## src/rtl/lcd1602_row_driver.sv

```systemverilog
// -----------------------------------------------------------------------------
// lcd1602_row_driver
//
// Drives an HD44780-compatible 16x2 character LCD over its 8-bit parallel bus
// from two 128-bit ASCII row buffers. After reset it waits for the panel to
// power up, runs the init command sequence once, then writes both lines.
// From then on it re-writes the whole display whenever either row buffer
// differs from the snapshot that was last displayed.
//
// Ports
//   clk        in   system clock
//   nrst       in   asynchronous active-low reset
//   row1       in   [127:0] line 1 characters, [127:120] = column 0
//   row2       in   [127:0] line 2 characters, same ordering
//   lcd_en     out  LCD enable strobe
//   lcd_rs     out  register select (0 = command, 1 = data)
//   lcd_rw     out  read/write, tied low (write-only)
//   lcd_data   out  [7:0] LCD data bus
//   lcd_on     out  high once the init sequence has completed
//   busy       out  high in every state except IDLE
//   frame_done out  one-cycle pulse after the last line-2 character's delay
//   dbg_state  out  [4:0] {state, phase} of the sequencer, for observation
//
// Bus protocol (there is no valid/ready handshake on this block):
//   every LCD transfer is SETUP (1 cycle, rs/data change, en low), EHIGH
//   (E_PULSE cycles, en high), WAIT (D cycles, en low). rs/data only change
//   on entry to SETUP, so they are stable for the whole time en is high.
//   row1/row2 are level inputs sampled continuously; no handshake with the
//   front-end is needed because a snapshot is taken at the start of a frame.
// -----------------------------------------------------------------------------
module lcd1602_row_driver #(
    parameter int POWERUP_CYCLES = 2000000,
    parameter int E_PULSE        = 25,
    parameter int CMD_DELAY      = 2500,
    parameter int CLR_DELAY      = 100000
) (
    input  logic         clk,
    input  logic         nrst,
    input  logic [127:0] row1,
    input  logic [127:0] row2,
    output logic         lcd_en,
    output logic         lcd_rs,
    output logic         lcd_rw,
    output logic [7:0]   lcd_data,
    output logic         lcd_on,
    output logic         busy,
    output logic         frame_done,
    output logic [4:0]   dbg_state
);

    // Top-level sequencer states.
    localparam logic [2:0] S_POWERUP = 3'd0;
    localparam logic [2:0] S_INIT    = 3'd1;
    localparam logic [2:0] S_LOAD    = 3'd2;
    localparam logic [2:0] S_ADDR1   = 3'd3;
    localparam logic [2:0] S_LINE1   = 3'd4;
    localparam logic [2:0] S_ADDR2   = 3'd5;
    localparam logic [2:0] S_LINE2   = 3'd6;
    localparam logic [2:0] S_IDLE    = 3'd7;

    // Phases of one bus transfer, used by INIT/ADDR1/LINE1/ADDR2/LINE2.
    localparam logic [1:0] P_SETUP = 2'd0;
    localparam logic [1:0] P_EHIGH = 2'd1;
    localparam logic [1:0] P_WAIT  = 2'd2;

    // LCD commands.
    localparam logic [7:0] CMD_CLEAR = 8'h01;
    localparam logic [7:0] CMD_LINE1 = 8'h80;
    localparam logic [7:0] CMD_LINE2 = 8'hC0;

    // Delay reload values for the shared down-counter.
    localparam logic [23:0] POWERUP_C = 24'(POWERUP_CYCLES);
    localparam logic [23:0] E_PULSE_C = 24'(E_PULSE);
    localparam logic [23:0] CMD_C     = 24'(CMD_DELAY);
    localparam logic [23:0] CLR_C     = 24'(CLR_DELAY);

    // Init command table: 8-bit/2-line, display on, clear, entry mode.
    function automatic logic [7:0] init_cmd(input logic [1:0] i);
        logic [7:0] c;
        case (i)
            2'd0:    c = 8'h38;
            2'd1:    c = 8'h0C;
            2'd2:    c = CMD_CLEAR;
            default: c = 8'h06;
        endcase
        return c;
    endfunction

    // Character at column i of a row buffer; column 0 is the top byte.
    function automatic logic [7:0] pick(input logic [127:0] r,
                                        input logic [3:0]   i);
        logic [6:0] base;
        base = {4'd15 - i, 3'b000};
        return r[base +: 8];
    endfunction

    // Flops.
    logic [2:0]   state_q,    state_d;
    logic [1:0]   phase_q,    phase_d;
    logic [23:0]  cnt_q,      cnt_d;
    logic [3:0]   idx_q,      idx_d;
    logic [1:0]   init_idx_q, init_idx_d;
    logic [127:0] shadow1_q,  shadow1_d;
    logic [127:0] shadow2_q,  shadow2_d;
    logic         diff_q,     diff_d;
    logic         en_q,       en_d;
    logic         rs_q,       rs_d;
    logic [7:0]   data_q,     data_d;
    logic         on_q,       on_d;
    logic         fd_q,       fd_d;

    // Helpers from the transfer engine to the sequencing logic.
    logic         cnt_last;
    logic [23:0]  cnt_dec;
    logic         is_xfer_state;
    logic         xfer_done;

    assign cnt_last      = (cnt_q == 24'd1);
    assign cnt_dec       = cnt_q - 24'd1;
    assign is_xfer_state = (state_q == S_INIT)  || (state_q == S_ADDR1) ||
                           (state_q == S_LINE1) || (state_q == S_ADDR2) ||
                           (state_q == S_LINE2);

    always_comb begin
        state_d    = state_q;
        phase_d    = phase_q;
        cnt_d      = cnt_q;
        idx_d      = idx_q;
        init_idx_d = init_idx_q;
        shadow1_d  = shadow1_q;
        shadow2_d  = shadow2_q;
        en_d       = en_q;
        rs_d       = rs_q;
        data_d     = data_q;
        on_d       = on_q;
        fd_d       = 1'b0;
        xfer_done  = 1'b0;

        // Registered compare: IDLE acts on the previous cycle's result, so a
        // row change seen in IDLE reaches LOAD two clock edges later.
        diff_d = ({row1, row2} != {shadow1_q, shadow2_q});

        // Transfer engine: walks SETUP -> EHIGH -> WAIT for the current byte.
        if (is_xfer_state) begin
            case (phase_q)
                P_SETUP: begin
                    phase_d = P_EHIGH;
                    en_d    = 1'b1;
                    cnt_d   = E_PULSE_C;
                end
                P_EHIGH: begin
                    if (cnt_last) begin
                        phase_d = P_WAIT;
                        en_d    = 1'b0;
                        // Only the clear command needs the long settle time.
                        cnt_d   = (!rs_q && data_q == CMD_CLEAR) ? CLR_C : CMD_C;
                    end else begin
                        cnt_d = cnt_dec;
                    end
                end
                P_WAIT: begin
                    if (cnt_last) begin
                        xfer_done = 1'b1;
                    end else begin
                        cnt_d = cnt_dec;
                    end
                end
                default: begin
                    phase_d = P_SETUP;
                end
            endcase
        end

        // Sequencing. Starting a new transfer means loading rs/data and
        // entering SETUP in the same step, so the bus changes only there.
        case (state_q)
            S_POWERUP: begin
                if (cnt_last) begin
                    state_d    = S_INIT;
                    phase_d    = P_SETUP;
                    init_idx_d = 2'd0;
                    rs_d       = 1'b0;
                    data_d     = init_cmd(2'd0);
                end else begin
                    cnt_d = cnt_dec;
                end
            end

            S_INIT: begin
                if (xfer_done) begin
                    if (init_idx_q == 2'd3) begin
                        on_d    = 1'b1;
                        state_d = S_LOAD;
                        phase_d = P_SETUP;
                        rs_d    = 1'b0;
                        data_d  = CMD_LINE1;
                    end else begin
                        init_idx_d = init_idx_q + 2'd1;
                        phase_d    = P_SETUP;
                        rs_d       = 1'b0;
                        data_d     = init_cmd(init_idx_q + 2'd1);
                    end
                end
            end

            // LOAD doubles as the SETUP cycle of the line-1 address command:
            // the bus already shows 0x80 with en low, so the next cycle goes
            // straight to EHIGH. This keeps every transfer at 1+E_PULSE+D.
            S_LOAD: begin
                shadow1_d = row1;
                shadow2_d = row2;
                idx_d     = 4'd0;
                state_d   = S_ADDR1;
                phase_d   = P_EHIGH;
                en_d      = 1'b1;
                cnt_d     = E_PULSE_C;
            end

            S_ADDR1: begin
                if (xfer_done) begin
                    state_d = S_LINE1;
                    phase_d = P_SETUP;
                    rs_d    = 1'b1;
                    data_d  = pick(shadow1_q, idx_q);
                end
            end

            S_LINE1: begin
                if (xfer_done) begin
                    phase_d = P_SETUP;
                    if (idx_q == 4'd15) begin
                        idx_d   = 4'd0;
                        state_d = S_ADDR2;
                        rs_d    = 1'b0;
                        data_d  = CMD_LINE2;
                    end else begin
                        idx_d  = idx_q + 4'd1;
                        rs_d   = 1'b1;
                        data_d = pick(shadow1_q, idx_q + 4'd1);
                    end
                end
            end

            S_ADDR2: begin
                if (xfer_done) begin
                    state_d = S_LINE2;
                    phase_d = P_SETUP;
                    rs_d    = 1'b1;
                    data_d  = pick(shadow2_q, idx_q);
                end
            end

            S_LINE2: begin
                if (xfer_done) begin
                    phase_d = P_SETUP;
                    if (idx_q == 4'd15) begin
                        idx_d   = 4'd0;
                        state_d = S_IDLE;
                        fd_d    = 1'b1;
                    end else begin
                        idx_d  = idx_q + 4'd1;
                        rs_d   = 1'b1;
                        data_d = pick(shadow2_q, idx_q + 4'd1);
                    end
                end
            end

            // IDLE keeps rs/data at the last character sent; a refresh
            // presents the 0x80 address on the way into LOAD.
            S_IDLE: begin
                if (diff_q) begin
                    state_d = S_LOAD;
                    phase_d = P_SETUP;
                    rs_d    = 1'b0;
                    data_d  = CMD_LINE1;
                end
            end

            default: begin
                state_d = S_POWERUP;
                cnt_d   = POWERUP_C;
            end
        endcase
    end

    always_ff @(posedge clk or negedge nrst) begin
        if (!nrst) begin
            state_q    <= S_POWERUP;
            phase_q    <= P_SETUP;
            cnt_q      <= POWERUP_C;
            idx_q      <= 4'd0;
            init_idx_q <= 2'd0;
            shadow1_q  <= 128'd0;
            shadow2_q  <= 128'd0;
            diff_q     <= 1'b0;
            en_q       <= 1'b0;
            rs_q       <= 1'b0;
            data_q     <= 8'h00;
            on_q       <= 1'b0;
            fd_q       <= 1'b0;
        end else begin
            state_q    <= state_d;
            phase_q    <= phase_d;
            cnt_q      <= cnt_d;
            idx_q      <= idx_d;
            init_idx_q <= init_idx_d;
            shadow1_q  <= shadow1_d;
            shadow2_q  <= shadow2_d;
            diff_q     <= diff_d;
            en_q       <= en_d;
            rs_q       <= rs_d;
            data_q     <= data_d;
            on_q       <= on_d;
            fd_q       <= fd_d;
        end
    end

    assign lcd_en     = en_q;
    assign lcd_rs     = rs_q;
    assign lcd_rw     = 1'b0;
    assign lcd_data   = data_q;
    assign lcd_on     = on_q;
    assign frame_done = fd_q;
    assign busy       = (state_q != S_IDLE);
    assign dbg_state  = {state_q, phase_q};

endmodule

```

## config.mk

```make
export PLATFORM = sky130hd
export DESIGN_NAME = lcd1602_row_driver
export DESIGN_NICKNAME = d
export VERILOG_FILES = /design/src/rtl/lcd1602_row_driver.sv
export SDC_FILE = /design/constraint.sdc
export NUM_CORES = 1
export LEC_CHECK = 0
export BUFFER_PORTS_ARGS = -buffer_cell sky130_fd_sc_hd__buf_2
export CORE_MARGIN = 5
export CORE_UTILIZATION = 50
export DETAILED_ROUTE_END_ITERATION = 7
export PLACE_DENSITY = 0.71
export RECOVER_POWER = 50
export SYNTH_ARGS = -nofsm -noshare
export SYNTH_HDL_FRONTEND = slang
export SYNTH_SLANG_ARGS = --single-unit
export TNS_END_PERCENT = 1
```

## constraint.sdc

```tcl
create_clock -name clk -period 5.86 [get_ports clk]
set_clock_uncertainty 0.15 [all_clocks]
set_input_delay 0.879 -clock clk [delete_from_list [all_inputs] [get_ports clk]]
set_output_delay 0.879 -clock clk [all_outputs]
set_load 0.03 [all_outputs]
```

==> impl_metrics.csv, run 1 <==
group,metric,value,unit
timing,period_share,71.0,%
global_routing,antenna_found_initial,4,
cts,post_cts_resized,0,
global_routing,grt_pass1_wl,116000,um
worst_setup_path,critPathKind,"reg -> reg",
timing,relSlewSlack,-77.7,%
cts,cts_setup_buffers,0,
worst_setup_path,ff2ff_setup_slack,1.70,ns
timing,fmax,240,MHz
job,drv_cap,3,
floorplanning,rows,71,
power,power,4.77,mW
worst_setup_path,rr_endpoint,"shadow1_q[26]",
timing,setup_ws,1.70,ns
timing,setup_violations,0,
timing,fin_setup_tns,0,ns
cts,clock_sinks,304,
finish,multi_input_area,10800,um2
floorplanning,core_area,37600,um2
power,ir_drop,0.000175,V
min_path,hold-path-endpoint,"cnt_q[22]",
logic_synthesis,syn_nets,2531,
global_routing,grt_use_total,37.3,%
global_routing,grt_start_max_net_pins,203,
finish,nNetsFinal,2739,
worst_setup_path,cp_max_fo,82,
placement,dpl.hpwl,61200,um
worst_setup_path,timing.rr.start,"state_q[2]",
finish,drive_above_1_share,18.0,%
routing,ant_nets,0,
min_path,min-delay-start,"cnt_q[22]",
power,p_per_area,217,nW/um2
run_status,violations,"capacitance limit, slew limit",
power,p_clk_share,49.1,%
routing,routed_wl,79400,um
worst_setup_path,reg2reg_depth,6,
cts,cts_tree,"done",
cts,htreeDepth,2,
routing,vias_per_cell,6.10,
floorplanning,start_util,50.6,%
timing,worstMarginPinSlew,2.67,ns
worst_setup_path,critPathRequiredTime,6.18,ns
timing,rsz0062_at_grt,"false",
global_routing,overflow,0,
routing,vias,18360,
min_path,min_path_cells,1,
power,internal-power,3.59,mW
global_routing,grt_pass1_vias,17652,
logic_synthesis,ys_ff_latch,304,
floorplanning,die_area,42000,um2
logic_synthesis,ys_seq_area_share,40.0,%
placement,numPortBuffers,275,
logic_synthesis,synthesis.area,19000,um2
logic_synthesis,syn_avg_cell_area,8.41,um2
worst_setup_path,start_kind,"register",
worst_setup_path,cp.arrival,4.48,ns
power,pwr-share-seq,44.0,%
floorplanning,ioPinCount,277,
timing,period_needed,4.16,ns
routing,dr.pass1.iters,5,
power,switching_share,24.7,%
logic_synthesis,ys_async_sr_fraction,100,%
finish,num-fill-cells,3432,
cts,holdBufCountCts,0,
cts,root_buffer,"clkbuf_16",
power,combPwrFrac,6.9,%
timing,slew_violations,192,
logic_synthesis,synthFlopType,"dfrtp_1",
worst_setup_path,cp-end-kind,"register",
logic_synthesis,synth-edff-count,0,
cts,cts.path.max_buffers,3,
floorplanning,fp.dieW,205,um
routing,drcViolationCount,0,
logic_synthesis,synth.distinct_cells,77,
routing,drt_first_iter_violations,2193,
cts,cts_buffers,36,
finish,area_delta_synth_final,15.5,%
floorplanning,die_h,205,um
power,leakagePower,9.21,nW
run_status,status,"complete, but fails checks",
timing,hold_violations,0,
logic_synthesis,syn_inst,2263,
cts,path_clk_slew,0.06,ns
placement,gp_congestion,1.06,
placement,pre_cts_ws,2.06,ns
finish,seqCellArea,7620,um2
power,switchingPower,1.18,mW
routing,routedWlPerCell,26.4,um
logic_synthesis,yosysWarnings,0,
min_path,hold_class,"reg -> reg",
cts,clk_latency,0.54,ns
==> metal layers <==
layer | GRT usage [%] | routed length (um)
met3 | 7.92 | 7430
met5 | 0 | 46
met4 | 23.7 | 6170
met1 | 48.9 | 30300
met2 | 56.2 | 35400
==> layout by cell type (no fill, tap or decap), drive strengths merged, types with 6 or more instances in the layout <==
master	netlist	routed
nand2b	6	6
nand4	64	64
buf	31	288
clkinv	0	8
a31oi	15	15
mux2	11	11
mux2i	35	35
nor3	23	23
o211ai	13	13
dfstp	7	7
or2	6	6
clkbuf	97	61
o22ai	22	22
o31ai	9	9
o21ai	73	73
nor2b	9	9
ha	10	10
a221oi	10	10
a21oi	40	40
mux4	59	59
nand2	895	895
xor2	78	78
nor2	49	49
a32oi	10	10
nor4	44	44
xnor2	168	168
dfrtp	297	297
inv	38	41
or3	10	10
nand3	45	45
a22o	9	9
a2111oi	6	6
==> metrics by stage <==
step	hold slack (ns)	std cells	instance area, um2	util (%)
4_1_cts	0.276	3009	22000	58.5
3_5_place_dp	0.321	2944	20800	55.3
6_report	0.340	3012	22000	58.5
2_1_floorplan	0.295	2263	19000	-
5_1_grt	0.368	3009	22000	58.5
3_3_place_gp	0.315	2944	20800	55.3
==> cell usage after synthesis, drive strengths merged (13+ instances only) <==
library cell | instances | area, um2
mux2i | 35 | 350
a31oi | 15 | 93.8
nand2 | 895 | 3360
a21oi | 40 | 204
buf | 31 | 150
o21ai | 73 | 365
nor2 | 49 | 184
nand4 | 64 | 400
nor4 | 44 | 282
nor3 | 23 | 131
o22ai | 22 | 138
o211ai | 13 | 97.6
dfrtp | 297 | 7430
xnor2 | 168 | 1470
xor2 | 78 | 683
mux4 | 59 | 1330
clkbuf | 97 | 364
inv | 38 | 143
nand3 | 45 | 225
==> state kept, by name, indices dropped and copies added (netlist names) <==
name and flops:
init_idx_q 2, cnt_q 24, phase_q 2, shadow2_q 128, lcd_on 1, lcd_rs 1
frame_done 1, shadow1_q 128, state_q 3, diff_q 1, lcd_data 8, lcd_en 1
idx_q 4
==> critical path: stages (launching register included) <==
cell and delay, ns:
dfrtp_1 0.82, nor2_1 0.15, nand2_1 1.71, buf_12 0.41, buf_4 0.52, nand2_1 0.12, nand2_1 0.09
==> logic make-up after synthesis <==
group / synth area share (%)
flip-flops: 40.0
AO/OA/AOI/OAI: 8.93
adder cells (fa/ha/maj): 0.710
other: 0.0197
multiplexers: 9.48
XOR/XNOR: 11.3
buffers and inverters: 3.45
AND/OR/NAND/NOR: 26.0
==> final cells by class <==
class	count	area share, %
antenna	3	0.0342
clock buffer	51	4.91
clock inverter	14	0.609
inverter	38	0.649
multi-input combinational	1793	49.1
sequential	304	34.7
tap	511	2.91
timing repair buffer	298	7.16
==> worst max-delay path by stage <==
stage                          start             to  slack, ns  depth (start not counted)
final                     state_q[2]  shadow1_q[26]       1.70                          6
after global routing            nrst  shadow1_q[45]       1.20                          2
after CTS                   idx_q[0]    lcd_data[1]       2.07                          7
after detailed placement    idx_q[0]    lcd_data[1]       2.06                          7
after global placement      idx_q[0]    lcd_data[1]       2.10                          7
after floorplan             idx_q[1]    lcd_data[5]       3.07                          9
==> power groups by stage <==
stage	registers, mW	logic [mW]	clock network [mW]
floorplan	2.14	0.0806	0
global placement	2.14	0.329	0
detailed placement	2.14	0.329	0
CTS	2.10	0.330	2.36
global route	2.10	0.348	2.44
finish	2.10	0.330	2.34
(Power assumes the default switching activity.)
==> inputs of run 2 (changes only) <==
==> constraint.sdc (replaced) <==
create_clock -name clk -period 4 [get_ports clk]
set_clock_uncertainty 0.15 [all_clocks]
set_input_delay 0.6 -clock clk [delete_from_list [all_inputs] [get_ports clk]]
set_output_delay 0.6 -clock clk [all_outputs]
set_load 0.03 [all_outputs]
==> run 2 against run 1 <==
Sequential power up 47%. Die area unchanged. Combinational power up 49%. Power up 50%. Global-route usage up 0.89 points. Routed wire length up 1.4%. Largest cell class unchanged. Hold slack worse by 0.24 ns. Final cell count up 0.66%. Cell area up 1.3%. Sequential cell count unchanged. The run still ends with capacitance limit, slew limit left. Via count about the same. Critical path depth up 1.
==> impl_metrics.csv, run 2 (same netlist as run 1, synthesis figures left out) <==
group,metric,value,unit
run_status,status,"complete, but fails checks",
run_status,violations,"capacitance limit, slew limit",
floorplanning,die_h,205,um
power,p_per_area,322,nW/um2
job,drv_cap,1,
global_routing,grt_start_max_net_pins,175,
global_routing,grt_pass1_wl,118000,um
timing,fmax,293,MHz
finish,area_delta_synth_final,17.0,%
min_path,hold_class,"in -> reg",
cts,clock_sinks,304,
floorplanning,core_area,37600,um2
cts,path_clk_slew,0.06,ns
routing,dr.pass1.iters,6,
worst_setup_path,worst_path_max_delay_cell,"a22o_1",
floorplanning,rows,71,
placement,placed_area,21000,um2
worst_setup_path,cp-end-kind,"register",
finish,finalNonFillerCells,3032,
finish,layout_commonest_cell,"nand2_1",
routing,drt_first_iter_violations,2196,
finish,drive_above_1_share,18.5,%
timing,relSlewSlack,-40.4,%
floorplanning,ioPinCount,277,
timing,worstMarginPinSlew,2.11,ns
finish,final_cell_mix,"894 x nand2_1, 295 x dfrtp_1, 265 x buf_2, 166 x xnor2_1, 77 x xor2_1",
global_routing,antenna_found_initial,2,
global_routing,grt_use_total,38.2,%
timing,period_share,85.2,%
worst_setup_path,start_kind,"register",
worst_setup_path,cp_top_family,"compound AO/OA/AOI/OAI gates",
timing,hold_violations,0,
global_routing,overflow,0,
cts,root_buffer,"clkbuf_16",
floorplanning,start_util,50.6,%
placement,placed_cells,2964,
cts,cts_tree,"done",
finish,nNetsFinal,2761,
timing,setup_violations,0,
worst_setup_path,critPathRequiredTime,4.30,ns
worst_setup_path,cp.arrival,3.71,ns
cts,cts_buffers,37,
routing,routedWlPerCell,26.6,um
placement,numPortBuffers,275,
worst_setup_path,path_cells,"ha_2 > nor2_1 > a22o_1 > a32oi_1 > nand4_1 > o211ai_1 > o32a_1",
worst_setup_path,timing.critical_path.buf_inv,0,
global_routing,grt_pass1_vias,17910,
finish,final_util,59.2,%
power,leakagePower,9.35,nW
cts,clk_latency,0.57,ns
routing,drcViolationCount,0,
placement,gp_congestion,1.02,
cts,cts.path.max_buffers,3,
finish,stdcell_area,22300,um2
floorplanning,die_area,42000,um2
timing,rsz0062_at_grt,"false",
floorplanning,fp.dieW,205,um
routing,vias,18373,
worst_setup_path,critPathKind,"reg -> reg",
timing,period_needed,3.41,ns
placement,dpl.hpwl,62200,um
power,power,7.17,mW
timing,fin_setup_tns,0,ns
worst_setup_path,cp_max_fo,36,
worst_setup_path,slowest_delay,0.70,ns
cts,htreeDepth,2,
cts,cts_setup_buffers,0,
finish,reg.largest.list,"shadow1_q x128, shadow2_q x128, cnt_q x24",
timing,slew_violations,71,
routing,ant_nets,0,
routing,vias_per_cell,6.06,
power,ir_drop,0.000329,V
routing,routed_wl,80500,um
==> run 2: what timing repair did <==
action / CTS / global route
endpoints found under the setup margin: 0 / 0
hold endpoints to repair: 65 / 0
gates resized for setup: 0 / 0
hold buffers: 1 / 0
==> run 2: tightest hold or removal path, delay by kind of cell <==
family,cells,cell delay [ns]
AND/OR/NAND/NOR,2,0.09
buffers and inverters,1,0.09
==> run 2: routing by layer <==
metal | vias to the layer above | track usage (%) | share of wire, %
li1 | 8165 | - | -
met1 | 9000 | 51.9 | 40
met2 | 1012 | 59.1 | 45
met3 | 196 | 6.68 | 9.0
met4 | 0 | 18.9 | 6.2
met5 | - | 0 | 0
==> run 2: power by group <==
group	internal (mW)	switching (mW)	leakage (nW)	total [mW]
clock network	2.20	1.40	0.635	3.60
registers	3.08	0	2.80	3.08
logic	0.179	0.314	5.92	0.493
==> run 2: final cells by class <==
type	instances	area [um2]
Fill cell	3483	15300
Multi-Input combinational cell	1793	10800
Sequential cell	304	7620
Timing Repair Buffer	319	1780
Clock buffer	56	1130
Tap cell	511	639
Clock inverter	9	156
Inverter	38	143
Antenna cell	2	5.00
==> run 2: final timing paths <==
check | start | endpoint | slack (ns) | cells past startpoint
worst max-delay path | idx_q[0] | lcd_data[2] | 0.59 | 7
worst min-delay path | row1[13] | shadow1_q[13] | 0.1 | 3
worst max register to register | idx_q[0] | lcd_data[2] | 0.59 | 7
worst min register to register | cnt_q[22] | cnt_q[22] | 0.34 | 1
max in group asynchronous | nrst | shadow1_q[58] | 0.69 | 3
min in group asynchronous | nrst | shadow1_q[89] | 1.04 | 2
==> run 2: stage by stage <==
step	hold WS (ns)	setup WS [ns]
2_1_floorplan	0.154	1.21
3_3_place_gp	0.317	0.574
3_5_place_dp	0.327	0.601
4_1_cts	0.0818	0.582
5_1_grt	0.106	0.247
6_report	0.0971	0.591
==> inputs of run 3 (changes only) <==
--- a/config.mk
+++ b/config.mk
@@ -9,6 +9,8 @@
 export CORE_MARGIN = 5
 export CORE_UTILIZATION = 50
 export DETAILED_ROUTE_END_ITERATION = 7
+export GPL_TIMING_DRIVEN = 0
+export MAX_ROUTING_LAYER = met4
 export PLACE_DENSITY = 0.71
 export RECOVER_POWER = 50
 export SYNTH_ARGS = -nofsm -noshare
==> run 3 against run 2 <==
The run ends with capacitance limit, slew limit, setup timing left. Global-route usage is 6.4 points higher. Sequential power hardly changed. Power is 2.9% lower. Routed wire length is 14% higher. Via count is 7.2% higher. Critical path depth is 1 higher. Cell area hardly changed. Utilization hardly changed. First-iteration DRC count is 29% higher. Largest cell class unchanged. Highest routed layer unchanged.
==> impl_metrics.csv, run 3 (same netlist as run 1, synthesis figures left out) <==
group,metric,value,unit
cts,clock_sinks,304,
min_path,min_path_cells,3,
routing,routed_wl,92000,um
worst_setup_path,critPathRequiredTime,4.23,ns
finish,multi_input_area,10800,um2
routing,vias_per_cell,6.31,
routing,drcViolationCount,0,
job,drv_cap,1,
cts,htreeDepth,2,
timing,whs,0.0909,ns
cts,path_clk_slew,0.07,ns
routing,vias,19691,
global_routing,antenna_found_initial,4,
placement,numPortBuffers,275,
placement,placed_area,21100,um2
min_path,hold_class,"in -> reg",
timing,rsz0062_at_grt,"true",
cts,root_buffer,"clkbuf_16",
placement,dpl.hpwl,72400,um
timing,setup_ws,-0.198,ns
finish,drive_above_1_share,16.6,%
timing,slew_violations,82,
routing,dr.pass1.iters,6,
placement,pre_cts_ws,-0.408,ns
timing,setup_violations,1,
placement,gp_congestion,1.12,
finish,final_cell_mix,"895 x nand2_1, 297 x dfrtp_1, 278 x buf_2, 168 x xnor2_1, 122 x clkbuf_1",
cts,clk_latency,0.58,ns
finish,area_delta_synth_final,17.0,%
global_routing,grt_pass1_vias,18719,
worst_setup_path,cp-end-kind,"register",
routing,drt_first_iter_violations,2830,
routing,ant_nets,0,
global_routing,grt_use_total,44.5,%
finish,reg.largest.list,"shadow1_q x128, shadow2_q x128, cnt_q x24",
finish,nNetsFinal,2848,
power,ir_drop,0.000272,V
global_routing,grt_pass1_wl,131000,um
finish,stdcell_area,22300,um2
timing,period_needed,4.20,ns
floorplanning,rows,71,
cts,cts_buffers,37,
run_status,status,"complete, but fails checks",
finish,seqCellArea,7620,um2
floorplanning,core_area,37600,um2
floorplanning,die_area,42000,um2
floorplanning,ioPinCount,277,
routing,routedWlPerCell,29.5,um
cts,cts_setup_buffers,0,
power,power,6.96,mW
floorplanning,start_util,50.6,%
placement,placed_cells,3051,
worst_setup_path,start_kind,"register",
finish,final_util,59.2,%
finish,num-fill-cells,3513,
timing,worstMarginPinSlew,2.21,ns
floorplanning,fp.dieW,205,um
worst_setup_path,cp.arrival,4.43,ns
finish,layout_commonest_cell,"nand2_1",
cts,cts_tree,"done",
power,leakagePower,9.27,nW
global_routing,grt_start_max_net_pins,118,
timing,fin_setup_tns,-0.198,ns
worst_setup_path,reg2reg_depth,8,
timing,fmax,238,MHz
power,p_per_area,313,nW/um2
finish,finalNonFillerCells,3119,
timing,relSlewSlack,-47.3,%
run_status,violations,"capacitance limit, slew limit, setup timing",
global_routing,overflow,0,
cts,cts.path.max_buffers,3,
worst_setup_path,cp_max_fo,10,
floorplanning,die_h,205,um
timing,period_share,105,%
timing,hold_violations,0,
worst_setup_path,critPathKind,"reg -> reg",
==> run 3: cell types whose count changed in the layout (fill, tap and decap cells not counted), moves of 4 or more <==
cell / before / now
clkbuf_1: 16 / 122
buf_1: 0 / 9
clkbuf_8: 11 / 7
buf_12: 7 / 0
buf_4: 33 / 2
buf_2: 265 / 278
==> run 3: worst max-delay path: stages (launching register included) <==
cell and delay (ns):
dfrtp_1 0.48, ha_1 0.32, clkbuf_1 0.34, buf_1 0.78, mux4_2 0.48, mux2i_1 0.24
o22ai_1 0.10, a2111oi_0 0.88, a41oi_1 0.24
==> run 3: per-layer routing <==
metal | share of wire (%) | vias to the layer above | GRT usage (%)
li1 | - | 8356 | -
met1 | 37 | 9652 | 56.8
met2 | 44 | 1420 | 64.8
met3 | 12 | 263 | 11.5
met4 | 6.8 | 0 | 25.1
met5 | 0 | - | -
==> run 3: cell type report <==
| class | instances | share of cell area, % |
|---|---|---|
| multi-input combinational | 1793 | 48.4 |
| antenna | 3 | 0.0337 |
| inverter | 38 | 0.641 |
| timing repair buffer | 278 | 6.23 |
| tap | 511 | 2.87 |
| clock inverter | 8 | 0.371 |
| buffer | 128 | 2.32 |
| clock buffer | 56 | 4.89 |
| sequential | 304 | 34.2 |
==> run 3: what timing repair did <==
action                                  CTS  global route
hold endpoints to repair                 78             0
gates resized for setup                   5             4
endpoints found under the setup margin    6             5
hold buffers                              1             0
==> run 3: report_power, final <==
part	leakage (nW)	switching (mW)	internal (mW)
Combinational	5.90	0.322	0.175
Sequential	2.80	0	3.08
Clock	0.573	1.45	1.94
Total	9.27	1.77	5.19
==> run 3: worst paths after layout <==
check                      startpoint  slack, ns             end
min in group asynchronous        nrst       1.08   shadow1_q[90]
min                         row1[110]       0.09  shadow1_q[110]
max in group asynchronous        nrst       0.53   shadow2_q[19]
max reg2reg                  idx_q[1]      -0.20     lcd_data[0]
max                          idx_q[1]      -0.20     lcd_data[0]
min reg2reg                 cnt_q[22]       0.34       cnt_q[22]
